<file path="src/rtl/uart_tx_pkg.sv">
// Shared encodings for the UART transmit controller and its datapath line mux.
// The STOP2 state exists only when UART_TX_CTRL_STOP2_EN is defined.
`timescale 1ns/1ps
package uart_tx_pkg;

    localparam logic [1:0] SEL_IDLE   = 2'd0;
    localparam logic [1:0] SEL_START  = 2'd1;
    localparam logic [1:0] SEL_PARITY = 2'd2;
    localparam logic [1:0] SEL_DATA   = 2'd3;

    typedef enum logic [2:0] {
        ST_IDLE,
        ST_START,
        ST_DATA,
        ST_PARITY,
`ifdef UART_TX_CTRL_STOP2_EN
        ST_STOP,
        ST_STOP2
`else
        ST_STOP
`endif
    } tx_state_t;

endpackage

</file>
<file path="src/rtl/uart_tx_ctrl.sv">
// Control FSM for the UART Tx datapath: start, LSB-first data, optional parity, stop.
// Define UART_TX_CTRL_STOP2_EN to append a second stop bit (tx_done moves to its end).
`timescale 1ns/1ps
module uart_tx_ctrl
    import uart_tx_pkg::*;
#(
    parameter int unsigned DATA_SIZE           = 8,
    parameter int unsigned SAMPLING_CNTR_WIDTH = 4,
    parameter int unsigned PARITY_ON           = 1
) (
    input  logic                           clk,
    input  logic                           rst,
    input  logic                           tx_valid,
    output logic                           tx_ready,
    input  logic [SAMPLING_CNTR_WIDTH-1:0] cfg_end_val,
    input  logic [SAMPLING_CNTR_WIDTH-1:0] sampling_cntr_out,
    input  logic [2:0]                     bits_cntr_out,
    output logic                           cntr_rst,
    output logic [SAMPLING_CNTR_WIDTH-1:0] sampling_end_val,
    output logic                           data_bits_incr,
    output logic                           data_w_en,
    output logic [1:0]                     select,
    output logic                           tx_busy,
    output logic                           tx_done
);

    localparam logic [2:0] LAST_BIT = 3'(DATA_SIZE - 1);

`ifdef UART_TX_CTRL_STOP2_EN
    localparam tx_state_t ST_FINAL = ST_STOP2;
`else
    localparam tx_state_t ST_FINAL = ST_STOP;
`endif

    tx_state_t state;
    logic      tick;
    logic      last_bit;
    logic      in_idle;

    assign tick     = (sampling_cntr_out == sampling_end_val);
    assign last_bit = (bits_cntr_out == LAST_BIT);
    assign in_idle  = (state == ST_IDLE);

    // Only the handshake pair may follow tx_valid; everything else comes from state plus the datapath counters.
    assign tx_ready       = in_idle;
    assign data_w_en      = rst & in_idle & tx_valid;
    assign data_bits_incr = (state == ST_DATA) & tick & ~last_bit;
    assign tx_done        = (state == ST_FINAL) & tick;

    always_ff @(posedge clk or negedge rst) begin
        if (!rst) begin
            state            <= ST_IDLE;
            select           <= SEL_IDLE;
            cntr_rst         <= 1'b1;
            tx_busy          <= 1'b0;
            sampling_end_val <= '0;
        end else begin
            case (state)
                ST_IDLE: begin
                    if (tx_valid) begin
                        sampling_end_val <= cfg_end_val;
                        state            <= ST_START;
                        select           <= SEL_START;
                        cntr_rst         <= 1'b0;
                        tx_busy          <= 1'b1;
                    end
                end
                ST_START: begin
                    if (tick) begin
                        state  <= ST_DATA;
                        select <= SEL_DATA;
                    end
                end
                ST_DATA: begin
                    if (tick && last_bit) begin
                        if (PARITY_ON != 0) begin
                            state  <= ST_PARITY;
                            select <= SEL_PARITY;
                        end else begin
                            state  <= ST_STOP;
                            select <= SEL_IDLE;
                        end
                    end
                end
                ST_PARITY: begin
                    if (tick) begin
                        state  <= ST_STOP;
                        select <= SEL_IDLE;
                    end
                end
`ifdef UART_TX_CTRL_STOP2_EN
                ST_STOP: begin
                    if (tick) begin
                        state <= ST_STOP2;
                    end
                end
                ST_STOP2: begin
                    if (tick) begin
                        state    <= ST_IDLE;
                        cntr_rst <= 1'b1;
                        tx_busy  <= 1'b0;
                    end
                end
`else
                ST_STOP: begin
                    if (tick) begin
                        state    <= ST_IDLE;
                        cntr_rst <= 1'b1;
                        tx_busy  <= 1'b0;
                    end
                end
`endif
                default: begin
                    state    <= ST_IDLE;
                    select   <= SEL_IDLE;
                    cntr_rst <= 1'b1;
                    tx_busy  <= 1'b0;
                end
            endcase
        end
    end

endmodule

</file>
<file path="config.mk">
export PLATFORM = sky130hd
export DESIGN_NAME = uart_tx_ctrl
export DESIGN_NICKNAME = d
export VERILOG_FILES = /design/src/rtl/uart_tx_pkg.sv /design/src/rtl/uart_tx_ctrl.sv
export SDC_FILE = /design/constraint.sdc
export NUM_CORES = 1
export LEC_CHECK = 0
export BUFFER_PORTS_ARGS = -buffer_cell sky130_fd_sc_hd__buf_2
export CORE_AREA = 2 2 39 41
export CTS_BUF_LIST = sky130_fd_sc_hd__clkbuf_8
export DETAILED_ROUTE_END_ITERATION = 8
export DIE_AREA = 0 0 41 43
export PLACE_DENSITY = 0.77
export SLEW_MARGIN = 25
export SYNTH_ARGS = -nofsm -noshare
export SYNTH_HDL_FRONTEND = slang
export SYNTH_SLANG_ARGS = --single-unit
</file>
<file path="constraint.sdc">
create_clock -name clk -period 1.85 [get_ports clk]
set_input_delay 0.185 -clock clk [delete_from_list [all_inputs] [get_ports clk]]
set_output_delay 0.185 -clock clk [all_outputs]
set_load 0.02 [all_outputs]
</file>
==> flow_summary.toml <==
[grt]
gr-usage-all-layers_pct = 19.8
grt_max_degree = 13
busiest_layer = "met2"
grt_util_met1_pct = 25.1
antenna_found_initial = 0
met2_usage_pct = 28.4
overflow = 0
grt_pass1_vias = 495
grt_use_met3_pct = 5.24
grt_pass1_wl_microns = 2260

[worst_setup_path]
crit_path_start_kind = "flip-flop"
worstSetupPathType = "reg2out"
crit_slowest_cell = "dfrtp_1"
crit_chain = "xor2_1 > nor4_4 > and3_2 > buf_2"
cp.required_ns = 1.66
critical_path.max_fanout = 3
critical-path-max-stage-delay_ns = 0.39
cp-end-kind = "primary output"
cp.arrival_ns = 1.56

[logic_synthesis]
synth_ff_type = "dfrtp_1"
synth_edf_count = 0
syn_area_sq_um = 604
ys_warn_count = 0
yosys.area.top_type = "dfrtp_1"
synth_cell_types = 32
netlist_top_cells_area = "dfrtp_1 41%, mux2_2 7.5%, xor2_1 5.8%"
syn_avg_cell_area_sq_um = 10.8
syn_inst = 56
synth_top_area_share_pct = 41.4
syn-num-nets = 70
ys_ff_latch = 11
yosysSeqAreaShare_pct = 45.8
ys_async_sr_fraction_pct = 100

[pwr]
ir_worst_vdd_mv = 0.849
netSwitchingPower_mw = 0.564
swShare_pct = 42.2
pwr-share-seq_pct = 34.8
power_leakage_nw = 0.397
p_comb_share_pct = 47.7
powerDensity_mw_per_mm2 = 1620
internal_power_mw = 0.772
clockPowerShare_pct = 17.4

[layout]
fin_nets = 102
diodes = 0
syn2layout_area_growth_pct = 36.2
fillCellCount = 120
fin_area_sq_um = 823
drive_gt1_share_pct = 51.7

[place]
io_buffers = 25
hpwl_microns = 1000
gp_congestion = 0.762
placed_area_sq_um = 758

[floorplan]
io_pins = 26
initial_core_util_pct = 43.7
die_h_microns = 43
rows = 14
fp.dieW_microns = 41
core-area_sq_mm = 0.00138
die_area_sq_mm = 0.00176

[drt]
via_per_inst = 5.11
drt_iter0_markers = 7
first_pass_iters = 4
vias = 526
drc_errors = 0
wl_microns = 1390
wire_per_inst_microns = 13.5
drtAntennaViolNets = 0

[clock_network]
numCtsBuffers = 3
path_clk_slew_ns = 0.05
clkLatencyLatePin_ns = 0.24
cts_sinks = 11
cts_buffer_depth = 2
htree_levels = 1
cts-root-buf = "clkbuf_8"
cts_tree = "yes"

[timing]
maxSlewHeadroom_pct = 72.2
clock.fmax_mhz = 573
finalHoldViolCount = 0
finalSetupTns_ns = 0
slew_violations = 0
timing.final.crit_share_pct = 94.3
rsz0062_at_grt = "false"
tightest_slew_ns = 0.411
setup_viol = 0
finalCriticalPeriod_ns = 1.75
fin_skew_ns = 0.00134

[job]
max-cap-violations = 0

[min_path]
min_path_type = "in2reg"

[status]
outcome = "complete, no violations"
[cell type report]
cell class	count	area, sq um	area share [%]
multi-input combinational	40	307	37.2
sequential	11	279	33.9
timing repair buffer	30	165	20.1
clock buffer	3	41.3	5.02
tap	16	20.0	2.43
inverter	2	7.51	0.912
clock inverter	1	3.75	0.456
[layer usage]
metal / share of wire (%) / routed length [microns] / up-vias
li1: - / - / 266
met1: 43 / 592 / 238
met2: 49 / 676 / 18
met3: 5.7 / 79 / 4
met4: 2.8 / 39 / 0
met5: 0 / 0 / -
[per-stage QoR]
| step | utilization, % | hold slack, ns | std cells | power, mW | setup WS (ns) |
|---|---|---|---|---|---|
| global route | 59.5 | 0.183 | 103 | 1.43 | 0.0122 |
| detailed placement | 54.8 | 0.0732 | 97 | 1.09 | 0.101 |
| floorplan | - | -0.111 | 56 | 0.894 | 0.205 |
| finish | 59.5 | 0.179 | 103 | 1.34 | 0.105 |
| CTS | 59.3 | 0.180 | 103 | 1.34 | 0.0277 |
| global placement | 54.8 | 0.0694 | 97 | 1.07 | 0.208 |
[power groups by stage]
stage	Clock (mW)	Combinational (mW)	Sequential (mW)
final	0.233	0.638	0.465
after floorplan	0	0.385	0.508
after global placement	0	0.613	0.459
after CTS	0.238	0.641	0.462
after global routing	0.250	0.697	0.487
after detailed placement	0	0.626	0.464
[timing repair]
action | 4_1_cts | 5_1_grt
setup buffers | 1 | 0
hold buffers | 1 | 0
resized for setup | 0 | 2
pin swaps | 1 | 1
endpoints found under the setup margin | 2 | 1
hold endpoints to repair | 10 | 0
[path summary, 6_finish.rpt]
path                                            startpoint                               to  slack, ns  cells after the start
setup / recovery           sampling_end_val[0]$_DFFE_PN0P_                          tx_done       0.10                      4
hold / removal                              cfg_end_val[0]  sampling_end_val[0]$_DFFE_PN0P_       0.18                      2
setup reg to reg           sampling_end_val[0]$_DFFE_PN0P_            select[1]$_DFFE_PN0P_       0.18                      5
hold reg to reg                       cntr_rst$_DFFE_PN1P_             cntr_rst$_DFFE_PN1P_       0.46                      2
max in group asynchronous                              rst             cntr_rst$_DFFE_PN1P_       1.23                      2
min in group asynchronous                              rst             state[0]$_DFFE_PN0P_       0.35                      2
[kinds of logic (layout without fill, tap and decap cells)]
family | after synthesis | in the layout | synth area share [%]
compound gates | 11 | 11 | 14.3
simple gates | 21 | 21 | 23.2
mux | 4 | 4 | 7.45
xor+xnor | 4 | 4 | 5.80
flops | 11 | 11 | 45.8
buf+inv | 5 | 36 | 3.52
[critical path: cells and delay by family, from the launching register on]
family        cells  cell delay (ns)
simple gates      2             0.56
flops             1             0.39
xor+xnor          1             0.21
buf+inv           1             0.15
[flip-flops by register name, summed over array words and instances, names as in the netlist]
name              cells
sampling_end_val      4
state                 3
select                2
cntr_rst              1
tx_busy               1
[synth_stat cells, types with 2 or more instances]
library cell	number
a31oi_1	2
and2_2	2
dfrtp_1	10
inv_1	2
mux2_2	4
nand2_1	5
nand2b_1	2
nor2_1	2
xor2_1	4
[cells in the final DEF (no fill, tap or decap), types with 2 or more instances in the layout]
cell and n:
xor2_1 4, inv_1 3, nand2b_1 2, nor2_1 2
a31oi_1 2, buf_4 4, buf_2 25, dfrtp_1 8
dfrtp_2 2, and2_2 2, clkbuf_8 3, mux2_2 4
nand2_1 5
Power figures use the tool's default switching activity.
